## src/rtl/ram_arbiter_pkg.sv

```systemverilog
// ram_arbiter_pkg
// Shared definitions for the main-RAM arbiter:
//   - RAM geometry (13-bit byte address, 8-bit data: 8 KB main RAM)
//   - slot state encoding (IDLE -> ACCESS -> DATA, 2'd3 is illegal)
//   - owner encoding for the request in flight
//   - saturating increment used by the starvation counter
package ram_arbiter_pkg;

    localparam int ADDR_WIDTH = 13;
    localparam int DATA_WIDTH = 8;
    localparam int CNT_WIDTH  = 4;

    typedef enum logic [1:0] {
        S_IDLE   = 2'd0,
        S_ACCESS = 2'd1,
        S_DATA   = 2'd2
    } state_t;

    typedef enum logic {
        OWNER_CPU = 1'b0,
        OWNER_DMA = 1'b1
    } owner_t;

    // Increment by one, sticking at lim once reached.
    function automatic logic [CNT_WIDTH-1:0] sat_inc(
        input logic [CNT_WIDTH-1:0] value,
        input logic [CNT_WIDTH-1:0] lim
    );
        logic [CNT_WIDTH-1:0] result;
        if (value >= lim) begin
            result = lim;
        end else begin
            result = value + 4'd1;
        end
        return result;
    endfunction

endpackage

```

## src/rtl/ram_arbiter_if.sv

```systemverilog
// ram_arbiter_if
// Bundles the CPU port, the DMA port and the RAM-side signals of the arbiter.
//   master : requesters plus the RAM instance (drives req/we/addr/din and ram_dout)
//   slave  : the arbiter (drives acks, read data and the RAM address/w_en/din)
interface ram_arbiter_if;
    import ram_arbiter_pkg::*;

    logic                  cpu_req;
    logic                  cpu_we;
    logic [ADDR_WIDTH-1:0] cpu_addr;
    logic [DATA_WIDTH-1:0] cpu_din;
    logic [DATA_WIDTH-1:0] cpu_dout;
    logic                  cpu_ack;

    logic                  dma_req;
    logic                  dma_we;
    logic [ADDR_WIDTH-1:0] dma_addr;
    logic [DATA_WIDTH-1:0] dma_din;
    logic [DATA_WIDTH-1:0] dma_dout;
    logic                  dma_ack;

    logic [ADDR_WIDTH-1:0] ram_address;
    logic                  ram_w_en;
    logic [DATA_WIDTH-1:0] ram_din;
    logic [DATA_WIDTH-1:0] ram_dout;

    modport master (
        output cpu_req, cpu_we, cpu_addr, cpu_din,
        input  cpu_dout, cpu_ack,
        output dma_req, dma_we, dma_addr, dma_din,
        input  dma_dout, dma_ack,
        input  ram_address, ram_w_en, ram_din,
        output ram_dout
    );

    modport slave (
        input  cpu_req, cpu_we, cpu_addr, cpu_din,
        output cpu_dout, cpu_ack,
        input  dma_req, dma_we, dma_addr, dma_din,
        output dma_dout, dma_ack,
        output ram_address, ram_w_en, ram_din,
        input  ram_dout
    );

endinterface

```

## src/rtl/ram_arbiter.sv

```systemverilog
// ram_arbiter
// Shares the single-port 8 KB main RAM between the 6502 CPU port and a DMA port.
// CPU has fixed priority; after MAX_WAIT consecutive CPU grants with DMA waiting,
// DMA is forced through. Every access takes a 3-cycle slot IDLE -> ACCESS -> DATA,
// with the owner's ack (and read data) registered into the following IDLE cycle.
// Ports:
//   clk  - system clock, all state on posedge
//   rst  - asynchronous active-high reset
//   bus  - ram_arbiter_if.slave: CPU/DMA request ports and RAM address/w_en/din/dout
module ram_arbiter
    import ram_arbiter_pkg::*;
#(
    parameter int MAX_WAIT = 4
) (
    input  logic           clk,
    input  logic           rst,
    ram_arbiter_if.slave   bus
);

    localparam logic [CNT_WIDTH-1:0] MAX_WAIT_C = CNT_WIDTH'(MAX_WAIT);

    state_t                state_q,       state_d;
    owner_t                owner_q,       owner_d;
    logic                  req_we_q,      req_we_d;
    logic [ADDR_WIDTH-1:0] ram_address_q, ram_address_d;
    logic [DATA_WIDTH-1:0] ram_din_q,     ram_din_d;
    logic                  ram_w_en_q,    ram_w_en_d;
    logic                  cpu_ack_q,     cpu_ack_d;
    logic                  dma_ack_q,     dma_ack_d;
    logic [DATA_WIDTH-1:0] cpu_dout_q,    cpu_dout_d;
    logic [DATA_WIDTH-1:0] dma_dout_q,    dma_dout_d;
    logic [CNT_WIDTH-1:0]  starve_cnt_q,  starve_cnt_d;

    logic grant_s;
    logic dma_wins_s;

    // Arbitration decision for this edge (only meaningful in IDLE).
    always_comb begin
        grant_s    = 1'b0;
        dma_wins_s = 1'b0;
        if (state_q == S_IDLE) begin
            grant_s    = bus.cpu_req | bus.dma_req;
            dma_wins_s = bus.dma_req & (~bus.cpu_req | (starve_cnt_q == MAX_WAIT_C));
        end else begin
            grant_s    = 1'b0;
            dma_wins_s = 1'b0;
        end
    end

    // Slot sequencing, request latch, read-data capture and ack generation.
    always_comb begin
        state_d       = state_q;
        owner_d       = owner_q;
        req_we_d      = req_we_q;
        ram_address_d = ram_address_q;
        ram_din_d     = ram_din_q;
        ram_w_en_d    = 1'b0;
        cpu_ack_d     = 1'b0;
        dma_ack_d     = 1'b0;
        cpu_dout_d    = cpu_dout_q;
        dma_dout_d    = dma_dout_q;

        case (state_q)
            S_IDLE: begin
                if (grant_s) begin
                    state_d = S_ACCESS;
                    // ram_w_en is loaded here so it is high exactly during ACCESS.
                    if (dma_wins_s) begin
                        owner_d       = OWNER_DMA;
                        req_we_d      = bus.dma_we;
                        ram_address_d = bus.dma_addr;
                        ram_din_d     = bus.dma_din;
                        ram_w_en_d    = bus.dma_we;
                    end else begin
                        owner_d       = OWNER_CPU;
                        req_we_d      = bus.cpu_we;
                        ram_address_d = bus.cpu_addr;
                        ram_din_d     = bus.cpu_din;
                        ram_w_en_d    = bus.cpu_we;
                    end
                end else begin
                    state_d = S_IDLE;
                end
            end
            S_ACCESS: begin
                state_d = S_DATA;
            end
            S_DATA: begin
                state_d = S_IDLE;
                // RAM output now holds the word sampled at the end of ACCESS.
                if (owner_q == OWNER_DMA) begin
                    dma_ack_d = 1'b1;
                    if (!req_we_q) begin
                        dma_dout_d = bus.ram_dout;
                    end else begin
                        dma_dout_d = dma_dout_q;
                    end
                end else begin
                    cpu_ack_d = 1'b1;
                    if (!req_we_q) begin
                        cpu_dout_d = bus.ram_dout;
                    end else begin
                        cpu_dout_d = cpu_dout_q;
                    end
                end
            end
            default: begin
                state_d = S_IDLE;
            end
        endcase
    end

    // Starvation counter: counts CPU grants taken while DMA is waiting.
    always_comb begin
        starve_cnt_d = starve_cnt_q;
        if (!bus.dma_req) begin
            starve_cnt_d = {CNT_WIDTH{1'b0}};
        end else if (grant_s && dma_wins_s) begin
            starve_cnt_d = {CNT_WIDTH{1'b0}};
        end else if (grant_s) begin
            starve_cnt_d = sat_inc(starve_cnt_q, MAX_WAIT_C);
        end else begin
            starve_cnt_d = starve_cnt_q;
        end
    end

    // State and output registers; reset abandons any access in flight.
    always_ff @(posedge clk or posedge rst) begin
        if (rst) begin
            state_q       <= S_IDLE;
            owner_q       <= OWNER_CPU;
            req_we_q      <= 1'b0;
            ram_address_q <= {ADDR_WIDTH{1'b0}};
            ram_din_q     <= {DATA_WIDTH{1'b0}};
            ram_w_en_q    <= 1'b0;
            cpu_ack_q     <= 1'b0;
            dma_ack_q     <= 1'b0;
            cpu_dout_q    <= {DATA_WIDTH{1'b0}};
            dma_dout_q    <= {DATA_WIDTH{1'b0}};
            starve_cnt_q  <= {CNT_WIDTH{1'b0}};
        end else begin
            state_q       <= state_d;
            owner_q       <= owner_d;
            req_we_q      <= req_we_d;
            ram_address_q <= ram_address_d;
            ram_din_q     <= ram_din_d;
            ram_w_en_q    <= ram_w_en_d;
            cpu_ack_q     <= cpu_ack_d;
            dma_ack_q     <= dma_ack_d;
            cpu_dout_q    <= cpu_dout_d;
            dma_dout_q    <= dma_dout_d;
            starve_cnt_q  <= starve_cnt_d;
        end
    end

    assign bus.ram_address = ram_address_q;
    assign bus.ram_din     = ram_din_q;
    assign bus.ram_w_en    = ram_w_en_q;
    assign bus.cpu_ack     = cpu_ack_q;
    assign bus.dma_ack     = dma_ack_q;
    assign bus.cpu_dout    = cpu_dout_q;
    assign bus.dma_dout    = dma_dout_q;

endmodule

```

## src/flat_wrapper.sv

```systemverilog
// flat-port wrapper written by rule: the top's interface ports become plain ports
module ram_arbiter_flat import ram_arbiter_pkg::*;
#(
    parameter int MAX_WAIT = 4
)
  (clk, rst, bus_cpu_req, bus_cpu_we, bus_cpu_addr, bus_cpu_din, bus_cpu_dout, bus_cpu_ack, bus_dma_req, bus_dma_we, bus_dma_addr, bus_dma_din, bus_dma_dout, bus_dma_ack, bus_ram_address, bus_ram_w_en, bus_ram_din, bus_ram_dout);
  ram_arbiter_if bus_i ();
  input  logic clk;
  input  logic rst;
  input wire logic [$bits(bus_i.cpu_req)-1:0] bus_cpu_req;
  input wire logic [$bits(bus_i.cpu_we)-1:0] bus_cpu_we;
  input wire logic [$bits(bus_i.cpu_addr)-1:0] bus_cpu_addr;
  input wire logic [$bits(bus_i.cpu_din)-1:0] bus_cpu_din;
  output wire logic [$bits(bus_i.cpu_dout)-1:0] bus_cpu_dout;
  output wire logic [$bits(bus_i.cpu_ack)-1:0] bus_cpu_ack;
  input wire logic [$bits(bus_i.dma_req)-1:0] bus_dma_req;
  input wire logic [$bits(bus_i.dma_we)-1:0] bus_dma_we;
  input wire logic [$bits(bus_i.dma_addr)-1:0] bus_dma_addr;
  input wire logic [$bits(bus_i.dma_din)-1:0] bus_dma_din;
  output wire logic [$bits(bus_i.dma_dout)-1:0] bus_dma_dout;
  output wire logic [$bits(bus_i.dma_ack)-1:0] bus_dma_ack;
  output wire logic [$bits(bus_i.ram_address)-1:0] bus_ram_address;
  output wire logic [$bits(bus_i.ram_w_en)-1:0] bus_ram_w_en;
  output wire logic [$bits(bus_i.ram_din)-1:0] bus_ram_din;
  input wire logic [$bits(bus_i.ram_dout)-1:0] bus_ram_dout;
  assign bus_i.cpu_req = bus_cpu_req;
  assign bus_i.cpu_we = bus_cpu_we;
  assign bus_i.cpu_addr = bus_cpu_addr;
  assign bus_i.cpu_din = bus_cpu_din;
  assign bus_cpu_dout = bus_i.cpu_dout;
  assign bus_cpu_ack = bus_i.cpu_ack;
  assign bus_i.dma_req = bus_dma_req;
  assign bus_i.dma_we = bus_dma_we;
  assign bus_i.dma_addr = bus_dma_addr;
  assign bus_i.dma_din = bus_dma_din;
  assign bus_dma_dout = bus_i.dma_dout;
  assign bus_dma_ack = bus_i.dma_ack;
  assign bus_ram_address = bus_i.ram_address;
  assign bus_ram_w_en = bus_i.ram_w_en;
  assign bus_ram_din = bus_i.ram_din;
  assign bus_i.ram_dout = bus_ram_dout;
  ram_arbiter #(.MAX_WAIT(MAX_WAIT)) u_core (.clk(clk), .rst(rst), .bus(bus_i));
endmodule
```

## config.mk

```make
export PLATFORM = sky130hd
export DESIGN_NAME = ram_arbiter_flat
export DESIGN_NICKNAME = d
export VERILOG_FILES = /design/src/rtl/ram_arbiter_pkg.sv /design/src/rtl/ram_arbiter_if.sv /design/src/rtl/ram_arbiter.sv /design/src/flat_wrapper.sv
export SDC_FILE = /design/constraint.sdc
export NUM_CORES = 1
export LEC_CHECK = 0
export BUFFER_PORTS_ARGS = -buffer_cell sky130_fd_sc_hd__clkbuf_2
export CORE_MARGIN = 10
export CORE_UTILIZATION = 25
export DETAILED_ROUTE_END_ITERATION = 10
export REMOVE_ABC_BUFFERS = 1
export SLEW_MARGIN = 20
export SYNTH_ARGS = -nofsm -noshare
export SYNTH_HDL_FRONTEND = slang
export SYNTH_SLANG_ARGS = --single-unit
```

## constraint.sdc

```tcl
create_clock -name clk -period 3.77 [get_ports clk]
set_input_delay 0.1885 -clock clk [delete_from_list [all_inputs] [get_ports clk]]
set_output_delay 0.1885 -clock clk [all_outputs]
set_load 0.03 [all_outputs]
```

* Word-level counts from Yosys, hierarchy flattened *
Index checks and enable logic that the tools add are counted.

operators by class
  add/subtract/negate cells = 1
  multipliers = 0
  div/mod/pow operators = 0
  order comparisons = 1
  eq/ne operators = 4
  shift operators = 0
  mux-type cells = 18
  bitwise operators = 6
  reductions and logical operators = 5

operator list
  cell                                                                count
  2-to-1 mux 4 bit                                                    4
  2-to-1 mux 13 bit                                                   1
  2-to-1 mux 1 bit                                                    11
  2-to-1 mux 8 bit                                                    1
  AND reduction 3 bit                                                 2
  adder 4 x 1 -> 4 bit (second input constant)                        1
  == test 4 x 3 -> 1 bit (second input constant)                      1
  greater-or-equal comparator 4 x 3 -> 1 bit (second input constant)  1
  case mux 2 bit (2 select lines)                                     1
  inequality test 3 x 1 -> 1 bit (second input constant)              1
  inverter 1 bit                                                      3
  == test 2 x 1 -> 1 bit (second input constant)                      1
  == test 2 bit (second input constant)                               1
  logical NOT 2 bit                                                   1
  bitwise OR 1 bit                                                    2
  AND reduction 2 bit                                                 1
  AND 1 bit                                                           1
  logical AND 1 bit                                                   1

storage, ports and cells
  bits in registers = 48
  latch bits = 0
  bits in writable memories = 0
  bits in read-only memories = 0
  input bits = 56
  output and inout port bits = 40
  word-level logic and storage cells = 46
  memories kept = 0

* Longest topological paths before layout *
  depth in word-level cells = 7
  gate-level depth with buffers = 6
  depth with buffers taken out = 5

* Least setup slack after synthesis *
Ideal clock, no wire load.

  path type = register to register
  start point = reg u_core.starve_cnt_q[0]
  end point = reg u_core.ram_address_q[0] (netlist: u_core.bus.ram_address[0])
  library setup time = 67 ps
  arrival time = 1302 ps
  setup slack = 2401 ps
  cell stages (with the launch flop) = 7
  buffers on the path = 1
  clock period less this slack = 1369 ps
  cells stage by stage = dfrtp_1 -> inv_1 -> ha_1 -> and3b_1 -> o21ai_2 -> buf_2 -> o221a_1

between the ends
  cells in the longest elaborated chain, start to end = 5

ends and longest elaborated chain
  what                    RTL line            source
  from (decl)             ram_arbiter.sv:32   logic [CNT_WIDTH-1:0] starve_cnt_q, starve_cnt_d;
  from (signal assigned)  ram_arbiter.sv:140  starve_cnt_q <= {CNT_WIDTH{1'b0}};
  from (signal assigned)  ram_arbiter.sv:152  starve_cnt_q <= starve_cnt_d;
  == test 4 x 3 -> 1 bit  ram_arbiter.sv:43   dma_wins_s = bus.dma_req & (~bus.cpu_req | (starve_cnt_q == MAX_WAIT_C));
  bitwise OR 1 bit        ram_arbiter.sv:43
  AND 1 bit               ram_arbiter.sv:43
  2-to-1 mux 1 bit        ram_arbiter.sv:41   if (state_q == S_IDLE) begin
  2-to-1 mux 13 bit       ram_arbiter.sv:68   if (dma_wins_s) begin
  to (signal assigned)    ram_arbiter.sv:133  ram_address_q <= {ADDR_WIDTH{1'b0}};
  to (signal assigned)    ram_arbiter.sv:145  ram_address_q <= ram_address_d;
  to (decl)               ram_arbiter.sv:25   logic [ADDR_WIDTH-1:0] ram_address_q, ram_address_d;

No other way between the ends.
A chain may end at the register's enable or synchronous reset.

* Worst setup path in the final report *
  start point = reg u_core.starve_cnt_q[0]
  end point = reg u_core.ram_din_q[1] (netlist: u_core.bus.ram_din[1])

between the ends
  cells in the longest elaborated chain, start to end = 5

ends and longest elaborated chain
  what                    RTL line            source
  == test 4 x 3 -> 1 bit  ram_arbiter.sv:43
  bitwise OR 1 bit        ram_arbiter.sv:43
  AND 1 bit               ram_arbiter.sv:43
  2-to-1 mux 1 bit        ram_arbiter.sv:41
  2-to-1 mux 8 bit        ram_arbiter.sv:68
  to (signal assigned)    ram_arbiter.sv:134  ram_din_q <= {DATA_WIDTH{1'b0}};
  to (signal assigned)    ram_arbiter.sv:146  ram_din_q <= ram_din_d;
  to (decl)               ram_arbiter.sv:26   logic [DATA_WIDTH-1:0] ram_din_q, ram_din_d;

No other way between the ends.

==> results by group <==
Status
  • Status: finished with violations
  • Failing checks: hold timing

Timing
  • Setup TNS Final: 0 ns
  • Unrepaired setup endpoints after global routing: false
  • Tmin final: 2.11 ns
  • Final Hold Viols: 20
  • Finish-stage setup viols: 0
  • Fin Hold WS: -0.0134 ns
  • Period utilization: 0.559
  • Max Clock Skew: 0.00587 ns
  • Fin worst setup slack: 1.66 ns
  • Pins over their slew limit: 0
  • Fmax: 474 MHz
  • Worst-Margin Slew: 1.01 ns
  • Slew margin rel.: 0.326

Place
  • DP HPWL: 4380 µm
  • Routability cong.: 0.689
  • Worst slack, placed: 1.62 ns
  • Port bufs: 95

Layout
  • Reg area: 1200 µm²
  • Final nets: 304
  • Most frequent cells in the layout: 95 x clkbuf_2, 48 x dfrtp_1, 23 x o221a_1
  • Multi-input combinational cell area: 853 µm²
  • Antenna cell count: 0
  • Fillers: 844
  • Share of layout cells above drive strength 1: 0.478
  • Synth-to-layout area growth: 30.3%
  • Most common cell after layout, fill and taps aside: clkbuf_2

Synth
  • Dominant synthesized flop cell: dfrtp_1
  • Post-synthesis cell type count: 27
  • Main area contributors after synthesis: dfrtp_1 56%, o221a_1 12%, o21bai_1 7.7%
  • Cells after synthesis: 155
  • Synthesis-stage register bit count: 48
  • Synthesis warning total: 0
  • Syn Area/Cell: 13.8 µm²
  • Sequential element share of the synthesized area: 0.560
  • Cell Area, Synth: 2140 µm²
  • Area leader, netlist: dfrtp_1
  • Number of synthesized flops with an enable pin: 0
  • Asr flop ratio synth: 1.00
  • Synth top area share: 0.560

Clocking
  • Latest clock arrival within the worst-skew pair: 0.30 ns
  • CTS tree: done
  • CTS Buffer Depth: 2
  • Cts hold-fix bufs: 0
  • Clock sink count: 48
  • Post-CTS sizing: 0
  • Setup bufs post-CTS: 0
  • H-Tree Depth: 2
  • CTS Buf Count: 5
  • CTS clk-pin slew, worst paths: 0.09 ns
  • CTS root buf: clkbuf_8

Drt
  • DR pass1 iterations: 4
  • Number of remaining DRC errors: 0
  • Routed wire length: 5830 µm
  • DR vias/cell: 4.57
  • Via count: 1610
  • Final ANT Viol Nets: 0
  • Routed len/inst: 16.6 µm
  • DR iter-0 viols: 79

Floorplanning
  • Initial Util: 0.258
  • Num ports: 96
  • Row count: 33
  • Die W: 113 µm
  • Core area: 8300 µm²
  • Die Area: 12700 µm²
  • Die Ht: 113 µm

Setup path
  • Setup crit start: u_core.starve_cnt_q[0]
  • Worst setup path class: reg2reg
  • WP data arrival: 2.30 ns
  • CP Max Fanout: 23
  • Crit start category: register
  • Reg2reg start: u_core.starve_cnt_q[0]
  • Req. time, crit path: 3.96 ns
  • Crit path capture type: register

Global routing
  • Initial antenna violation count: 0
  • First-pass GRT wire length: 9770 µm
  • Vias in the first global route: 1871
  • Total GRT Usage: 0.0929
  • Largest net degree at the start of global routing: 49
  • GRT Residual Overflow: 0

Power and ir drop
  • Power density of the placed cells: 876 nW/µm²
  • Power share of the combinational group: 0.485
  • Max rail drop VDD: 0.330 mV
  • Sw Share: 0.433
  • P_sw: 1.06 mW
  • Share of total power in sequential cells: 0.358
  • Static Leak: 1.34 nW
  • Design Power: 2.45 mW
  • Clock network fraction of total power: 0.157
  • Pint: 1.39 mW

Hold path
  • Class of the worst hold path: in2async

Job
  • Max Cap Violations: 0
## cell families after synthesis
logic type                 Yosys count  share of synthesized area
and+or+nand+nor                     24                     0.0724
adders and majority gates            2                     0.0117
muxes                               16                     0.0981
AOI/OAI and AO/OA                   50                      0.215
DFF                                 48                      0.560
buffers and inverters               15                     0.0426
## stage by stage
stage,instances,instance area [µm²],utilization
after floorplan,144,2070,-
after global placement,344,2680,0.322
after detailed placement,344,2680,0.322
after CTS,352,2790,0.336
after global routing,352,2790,0.336
final,352,2790,0.336
## worst max-delay path: stages, from the launching register on
cell	delay (ns)
dfrtp_1	0.38
inv_1	0.07
ha_1	0.21
nand4b_1	0.11
nand3_1	0.67
o221a_1	0.55
## power by group through the flow
stage               clock network, mW  logic [mW]  registers, mW
floorplan                           0       0.446           1.27
global placement                    0        1.19          0.883
detailed placement                  0        1.21          0.882
CTS                             0.399        1.21          0.880
global route                    0.419        1.28          0.912
finish                          0.384        1.19          0.876
## Yosys cell counts, types with 2 or more instances
library cell / number
a21boi_1: 2
and3b_1: 2
buf_2: 4
buf_4: 2
buf_6: 3
clkbuf_1: 2
dfrtp_1: 48
ha_1: 2
inv_1: 4
mux2_1: 8
mux2_4: 8
nand2_1: 2
nand3_1: 2
nand4_1: 3
nor2_1: 6
nor2b_1: 2
nor3b_2: 2
o21bai_1: 22
o221a_1: 23
## registers in the layout, summed over array words and instances (netlist names)
name and count:
u_core.bus.cpu_ack 1, u_core.bus.cpu_dout 8, u_core.bus.dma_ack 1, u_core.bus.dma_dout 8, u_core.bus.ram_address 13, u_core.bus.ram_din 8, u_core.bus.ram_w_en 1, u_core.owner_q 1
u_core.req_we_q 1, u_core.starve_cnt_q 4, u_core.state_q 2
## cell type report
class	instances	area share
flip-flops and latches	48	0.430
multi-input cells	92	0.306
repair buffers	95	0.170
well taps	105	0.0470
clock buffers	5	0.0246
clock inverters	3	0.0166
inverters	4	0.00582
## metal layers
metal  vias up  track usage  wire, µm
met5         -            0         0
met4         0       0.0288        45
met3         4       0.0415       536
met2        74        0.137      2580
met1       770        0.119      2680
li1        762            -         -
## final timing paths
| check | endpoint | slack [ns] | cells past startpoint |
|---|---|---|---|
| max | u_core.bus.ram_din[1] | 1.66 | 5 |
| min | u_core.bus.ram_address[10] | -0.01 | 2 |
| max reg2reg | u_core.bus.ram_din[1] | 1.66 | 5 |
| min reg2reg | u_core.bus.cpu_ack | 0.49 | 1 |
| max in group asynchronous | u_core.bus.ram_din[4] | 3.29 | 2 |
| min in group clk | u_core.bus.cpu_dout[1] | 0.12 | 2 |
Power figures use the tool's default switching activity.
